--- config.mk ---
export PLATFORM = sky130hd
export DESIGN_NAME = uart_ad_rx
export DESIGN_NICKNAME = d
export VERILOG_FILES = /design/src/rtl/uart_ad_rx.sv
export SDC_FILE = /design/constraint.sdc
export NUM_CORES = 1
export LEC_CHECK = 0
export CAP_MARGIN = 20
export CORE_UTILIZATION = 30
export CTS_BUF_LIST = sky130_fd_sc_hd__clkbuf_8
export DETAILED_ROUTE_END_ITERATION = 8
export REMOVE_ABC_BUFFERS = 1
export SYNTH_ARGS = -nofsm -noshare
export SYNTH_HDL_FRONTEND = slang
export SYNTH_SLANG_ARGS = --single-unit
--- constraint.sdc ---
create_clock -name clk50 -period 3.4 [get_ports clk50]
set_input_delay 0.85 -clock clk50 [delete_from_list [all_inputs] [get_ports clk50]]
set_output_delay 0.85 -clock clk50 [all_outputs]
set_load 0.02 [all_outputs]
--- src/rtl/uart_ad_rx.sv ---
`default_nettype none
// ============================================================================
// Module   : uart_ad_rx
// Brief    : UART receiver and "ADn:+d.ddddV" frame parser with BCD outputs.
//            Optional even parity via macro UART_AD_RX_PARITY_EN.
// Revision : 1.0 - initial release
// ============================================================================
module uart_ad_rx #(
    parameter int BAUD_DIV = 325
) (
    input  logic        clk50,
    input  logic        reset_n,
    input  logic        rx,
    output logic [2:0]  ch_num,
    output logic [7:0]  ch_sig,
    output logic [19:0] ch_dec,
    output logic        frame_valid,
    output logic        frame_err
);

    localparam int              c_BW       = $clog2(BAUD_DIV + 1);
    localparam logic [c_BW-1:0] c_BAUD_MAX = c_BW'(BAUD_DIV - 1);

    localparam logic [2:0] c_RX_IDLE   = 3'd0;
    localparam logic [2:0] c_RX_START  = 3'd1;
    localparam logic [2:0] c_RX_DATA   = 3'd2;
    localparam logic [2:0] c_RX_PARITY = 3'd3;
    localparam logic [2:0] c_RX_STOP   = 3'd4;

    // Parser states are named after the byte they expect next.
    localparam logic [3:0] c_P_A     = 4'd0;
    localparam logic [3:0] c_P_D     = 4'd1;
    localparam logic [3:0] c_P_CH    = 4'd2;
    localparam logic [3:0] c_P_COLON = 4'd3;
    localparam logic [3:0] c_P_SIGN  = 4'd4;
    localparam logic [3:0] c_P_UNIT  = 4'd5;
    localparam logic [3:0] c_P_DOT   = 4'd6;
    localparam logic [3:0] c_P_F0    = 4'd7;
    localparam logic [3:0] c_P_F1    = 4'd8;
    localparam logic [3:0] c_P_F2    = 4'd9;
    localparam logic [3:0] c_P_F3    = 4'd10;
    localparam logic [3:0] c_P_V     = 4'd11;

    logic            r_rx_meta, r_rx_sync, r_rx_prev;
    logic [c_BW-1:0] r_baud_cnt;
    logic            r_tick;
    logic [2:0]      r_rx_state, w_rx_next;
    logic [3:0]      r_os_cnt;
    logic [2:0]      r_bit_cnt;
    logic [7:0]      r_shift;
    logic            w_rx_fall, w_half_end, w_bit_end, w_sample;
    logic            w_byte_stb, w_rx_err;
    logic [3:0]      r_p_state, w_p_next;
    logic            w_match, w_is_digit, w_accept, w_p_err;
    logic [3:0]      w_digit;
    logic [2:0]      w_chan;
    logic [2:0]      r_stg_num;
    logic [7:0]      r_stg_sig;
    logic [19:0]     r_stg_dec;

    always_ff @(posedge clk50 or negedge reset_n) begin
        if (!reset_n) begin
            r_rx_meta  <= 1'b1;
            r_rx_sync  <= 1'b1;
            r_rx_prev  <= 1'b1;
            r_baud_cnt <= '0;
            r_tick     <= 1'b0;
        end else begin
            r_rx_meta  <= rx;
            r_rx_sync  <= r_rx_meta;
            r_rx_prev  <= r_rx_sync;
            r_tick     <= (r_baud_cnt == c_BAUD_MAX);
            r_baud_cnt <= (r_baud_cnt == c_BAUD_MAX) ? '0 : r_baud_cnt + 1'b1;
        end
    end

    assign w_rx_fall  = r_rx_prev & ~r_rx_sync;
    assign w_half_end = r_tick & (r_os_cnt == 4'd7);
    assign w_bit_end  = r_tick & (r_os_cnt == 4'd15);
    assign w_sample   = (r_rx_state == c_RX_DATA) & w_bit_end;

    // ---------------- byte receiver FSM ----------------
    always_ff @(posedge clk50 or negedge reset_n) begin
        if (!reset_n) r_rx_state <= c_RX_IDLE;
        else          r_rx_state <= w_rx_next;
    end

`ifdef UART_AD_RX_PARITY_EN
    logic r_par;
    always_ff @(posedge clk50 or negedge reset_n) begin
        if (!reset_n)                    r_par <= 1'b0;
        else if (r_rx_state == c_RX_IDLE) r_par <= 1'b0;
        else if (w_sample)               r_par <= r_par ^ r_rx_sync;
    end
    localparam logic [2:0] c_RX_AFTER_DATA = c_RX_PARITY;
    logic w_par_bad;
    assign w_par_bad = (r_rx_state == c_RX_PARITY) & w_bit_end & (r_rx_sync ^ r_par);
`else
    localparam logic [2:0] c_RX_AFTER_DATA = c_RX_STOP;
    logic w_par_bad;
    assign w_par_bad = 1'b0;
`endif

    always_comb begin
        w_rx_next = r_rx_state;
        case (r_rx_state)
            c_RX_IDLE:   if (w_rx_fall) w_rx_next = c_RX_START;
            c_RX_START:  if (w_half_end) w_rx_next = r_rx_sync ? c_RX_IDLE : c_RX_DATA;
            c_RX_DATA:   if (w_bit_end && r_bit_cnt == 3'd7) w_rx_next = c_RX_AFTER_DATA;
            c_RX_PARITY: if (w_bit_end) w_rx_next = w_par_bad ? c_RX_IDLE : c_RX_STOP;
            c_RX_STOP:   if (w_bit_end) w_rx_next = c_RX_IDLE;
            default:     w_rx_next = c_RX_IDLE;
        endcase
    end

    always_comb begin
        w_byte_stb = (r_rx_state == c_RX_STOP) & w_bit_end & r_rx_sync;
        w_rx_err   = ((r_rx_state == c_RX_STOP) & w_bit_end & ~r_rx_sync) | w_par_bad;
    end

    always_ff @(posedge clk50 or negedge reset_n) begin
        if (!reset_n) begin
            r_os_cnt  <= 4'd0;
            r_bit_cnt <= 3'd0;
            r_shift   <= 8'd0;
        end else if (r_rx_state == c_RX_IDLE) begin
            r_os_cnt  <= 4'd0;
            r_bit_cnt <= 3'd0;
        end else if (r_tick) begin
            // START ends at mid-bit; restarting the count aligns later samples there.
            r_os_cnt <= (r_rx_state == c_RX_START && r_os_cnt == 4'd7) ? 4'd0 : r_os_cnt + 4'd1;
            if (w_sample) begin
                r_bit_cnt <= r_bit_cnt + 3'd1;
                r_shift   <= {r_rx_sync, r_shift[7:1]};
            end
        end
    end

    // ---------------- frame parser FSM ----------------
    assign w_is_digit = (r_shift >= 8'd48) && (r_shift <= 8'd57);
    assign w_digit    = 4'(r_shift - 8'd48);
    assign w_chan     = 3'(r_shift - 8'd49);

    always_ff @(posedge clk50 or negedge reset_n) begin
        if (!reset_n) r_p_state <= c_P_A;
        else          r_p_state <= w_p_next;
    end

    always_comb begin
        w_match = 1'b0;
        case (r_p_state)
            c_P_A:     w_match = (r_shift == 8'd65);
            c_P_D:     w_match = (r_shift == 8'd68);
            c_P_CH:    w_match = (r_shift >= 8'd49) && (r_shift <= 8'd56);
            c_P_COLON: w_match = (r_shift == 8'd58);
            c_P_SIGN:  w_match = (r_shift == 8'd43) || (r_shift == 8'd45);
            c_P_DOT:   w_match = (r_shift == 8'd46);
            c_P_V:     w_match = (r_shift == 8'd86);
            default:   w_match = w_is_digit;
        endcase
    end

    always_comb begin
        w_p_next = r_p_state;
        if (w_rx_err)
            w_p_next = c_P_A;
        else if (w_byte_stb) begin
            if (w_match)
                w_p_next = (r_p_state == c_P_V) ? c_P_A : r_p_state + 4'd1;
            else
                w_p_next = (r_shift == 8'd65) ? c_P_D : c_P_A;
        end
    end

    always_comb begin
        w_accept = w_byte_stb & w_match & (r_p_state == c_P_V);
        w_p_err  = w_rx_err | (w_byte_stb & ~w_match & (r_p_state != c_P_A));
    end

    always_ff @(posedge clk50 or negedge reset_n) begin
        if (!reset_n) begin
            r_stg_num   <= 3'd0;
            r_stg_sig   <= 8'd43;
            r_stg_dec   <= 20'd0;
            ch_num      <= 3'd0;
            ch_sig      <= 8'd43;
            ch_dec      <= 20'd0;
            frame_valid <= 1'b0;
            frame_err   <= 1'b0;
        end else begin
            frame_valid <= w_accept;
            frame_err   <= w_p_err;
            if (w_byte_stb && w_match) begin
                case (r_p_state)
                    c_P_CH:   r_stg_num         <= w_chan;
                    c_P_SIGN: r_stg_sig         <= r_shift;
                    c_P_UNIT: r_stg_dec[19:16]  <= w_digit;
                    c_P_F0:   r_stg_dec[15:12]  <= w_digit;
                    c_P_F1:   r_stg_dec[11:8]   <= w_digit;
                    c_P_F2:   r_stg_dec[7:4]    <= w_digit;
                    c_P_F3:   r_stg_dec[3:0]    <= w_digit;
                    default:  ;
                endcase
            end
            if (w_accept) begin
                ch_num <= r_stg_num;
                ch_sig <= r_stg_sig;
                ch_dec <= r_stg_dec;
            end
        end
    end

endmodule
`default_nettype wire

==> qor.txt <==
Num CTS Buffers: 9
Highest Signal Layer: met4
Syn. warnings: 0
PnR worst setup slack: 0.3477 ns
largest net degree at the start of global routing: 57
initial antenna violation count: 0
post-synth cell types: 49
Synth area leaders: dfrtp_1 (50%), mux2_1 (7.9%), mux2_2 (7.6%), dfstp_2 (6.5%), ha_1 (3.4%)
post-route ant nets: 0
ant diodes: 0
Worst-path clk slew: 0.10 ns
Fin Setup TNS: 0 ns
Global Route Usage Sum: 11.81%
Synth Register Bits: 99
RSZ-0062 raised after global routing: false
sequential area share after synthesis: 56.16%
Peak Freq: 0.3276 GHz
Leak: 0.002408 uW
Max rail drop VDD: 0.0001658 V
status: complete, no violations
clock skew: 0.01597 ns
FFs w/ async S/R, synth: 100.0%
synthesized area: 4436 um2
Tcrit/Tclk final: 89.77%
Die Span X: 123.6 um
iteration count of the initial detailed-routing pass: 4
WL met3: 326 um
largest stage delay on the critical path: 0.61 ns
Detail Placement HPWL: 5612 um
Slowest-stage cell, CP: dfrtp_1
Initial Util: 30.63%
vias in the first global route: 2867
Setup violations, final: 0
Setup crit end kind: flop
drt drc: 0
CTS root buffer: clkbuf_8
Fill cells: 1415
clock sink count: 99
first-pass GRT wire length: 14030 um
CP Launch Type: flop
Wirelength per Cell: 13.88 um
Crit path top cell by count: inv_1
Layout area overhead: 18.28%
Post-CTS Setup Repair Bufs: 0
area of the multi-input gates: 1833 um2
met1 wire length: 3884 um
slew at the pin closest to its max-slew limit: 0.6631 ns
min cycle time layout: 3.052 ns
Worst-Skew Late Latency: 0.37 ns
largest area contributor in the netlist: dfrtp_1
drt initial violations: 139
htree depth: 3
Boundary Pins: 36
Main synth FF type: dfrtp_1
crit-path max FO: 16
Setup CP Type: reg2reg
total grt overflow: 0
drt total wl: 8190 um
Synth top area share: 49.65%
Post-CTS Hold Buffers: 0
Rows: 44
CTS tree: yes
Die Area: 15280 um2
vias per cell: 4.786
crit-path cells: inv_1, ha_1, o21bai_1, a21oi_1, o31ai_2, inv_1, o2111ai_4, buf_16, mux2_1
Avg Synthesized Cell Area: 12.19 um2
core area: 14480 um2
clk buf depth: 2
Final Hold Fails: 0
hold_ws: 0.3611 ns
Slew Limit Fails: 0
Final #Nets: 416
Post-synth EDFFs: 0
Rel. slew slack: 55.77%
pre-CTS WS: 0.2296 ns
Top delay family on crit path: compound AO/OA/AOI/OAI gates
crit path buf inv count: 3
CP Data Required Time: 3.65 ns
Reg area: 2491 um2
Worst EP arrival: 3.30 ns
total number of vias: 2824
GP Congestion: 0.9082
met2 wire len: 3871 um
buffers added on ports: 35
share of cells above drive strength 1: 16.75%
Die Ht: 123.6 um
Post-Synthesis Cells: 364
Max-Cap Viols: 0
PD cells: 404.3 nW/um2
Worst Hold Class: reg2reg
CTS resizes: 0
[cell usage after synthesis (7+ instances only)]
library cell and n:
o21ai_1 9, inv_1 13, nand2b_1 7, mux2_1 31, o21ai_0 13, nor2_1 21, a21oi_1 7, mux2_2 30
dfstp_2 11, ha_1 12, clkbuf_1 8, nand3_1 14, nand2_1 23, dfrtp_1 88
[metrics by stage]
| stage | util, % | total power, uW | cells | area [um2] |
|---|---|---|---|---|
| after global routing | 36.23 | 2225 | 590 | 5246 |
| final | 36.23 | 2121 | 590 | 5246 |
| after floorplan | - | 1297 | 349 | 4362 |
| after detailed placement | 34.49 | 1349 | 572 | 4994 |
| after global placement | 34.49 | 1341 | 572 | 4994 |
| after CTS | 36.01 | 2163 | 588 | 5214 |
[cells in the final DEF, fill, tap and decap left out, drive strengths merged, types with 4 or more instances in the layout]
master,count
a21oi,7
and2,5
buf,6
clkbuf,11
clkdlybuf4s50,34
dfrtp,88
dfstp,11
ha,12
inv,15
mux2,61
mux2i,5
nand2,23
nand2b,7
nand3,15
nor2,21
nor2b,6
nor3,5
nor3b,5
o21ai,22
xnor2,4
xor2,5
[report_power, final]
group	switching [uW]	internal [uW]	total, uW
Clock	421	375	796
Sequential	29.4	1190	1220
Combinational	69.2	34.8	104
Total	519	1600	2120
[final cells by class]
class / instances / area share, %
Timing Repair Buffer: 41 / 8.061
Multi-Input combinational cell: 237 / 34.94
Clock inverter: 6 / 1.574
Sequential cell: 99 / 47.48
Tap cell: 184 / 4.388
Clock buffer: 10 / 2.623
Inverter: 13 / 0.9301
[sequential cells by signal, summed over array words and instances (netlist names), 4 cells and up]
register and count:
ch_sig 8, r_shift 8, r_os_cnt 4, r_stg_dec 20, r_p_state 4, r_baud_cnt 9
r_stg_sig 8, ch_dec 20
[path summary, 6_finish.rpt]
| kind | slack (ns) | depth (start not counted) | endpoint | from |
|---|---|---|---|---|
| max reg2reg | 0.35 | 9 | ch_sig[6]$_DFFE_PN0P_ | r_shift[1]$_DFFE_PN0P_ |
| min | 0.36 | 0 | r_rx_sync$_DFF_PN1_ | r_rx_meta$_DFF_PN1_ |
| min reg2reg | 0.36 | 0 | r_rx_sync$_DFF_PN1_ | r_rx_meta$_DFF_PN1_ |
| max | 0.35 | 9 | ch_sig[6]$_DFFE_PN0P_ | r_shift[1]$_DFFE_PN0P_ |
| min in group asynchronous | 0.50 | 1 | r_baud_cnt[8]$_DFF_PN0_ | reset_n |
| max in group asynchronous | 2.17 | 2 | r_stg_sig[1]$_DFFE_PN1P_ | reset_n |
[layer usage]
layer	global-route usage [%]	vias up
met3	3.342	12
met2	18.58	49
met4	4.066	0
met1	15.52	1402
met5	0	-
li1	-	1361
[worst register-to-register path, cell delays in order, from the launching register on]
cell and delay [ns]:
dfrtp_1 0.61, inv_1 0.18, ha_1 0.27, o21bai_1 0.15, a21oi_1 0.10, o31ai_2 0.51, inv_1 0.21, o2111ai_4 0.35
buf_16 0.24, mux2_1 0.33
[kinds of logic (layout without fill, tap and decap cells)]
family | count (synthesis) | after routing | share of synthesized area [%]
AO/OA/AOI/OAI | 47 | 47 | 6.826
flip-flops | 99 | 99 | 56.16
multiplexers | 66 | 66 | 16.61
adder cells (fa/ha/maj) | 12 | 12 | 3.385
XOR/XNOR | 9 | 9 | 1.777
buffers and inverters | 28 | 70 | 2.765
AND/OR/NAND/NOR | 103 | 103 | 12.47
Power figures use the tool's default switching activity.
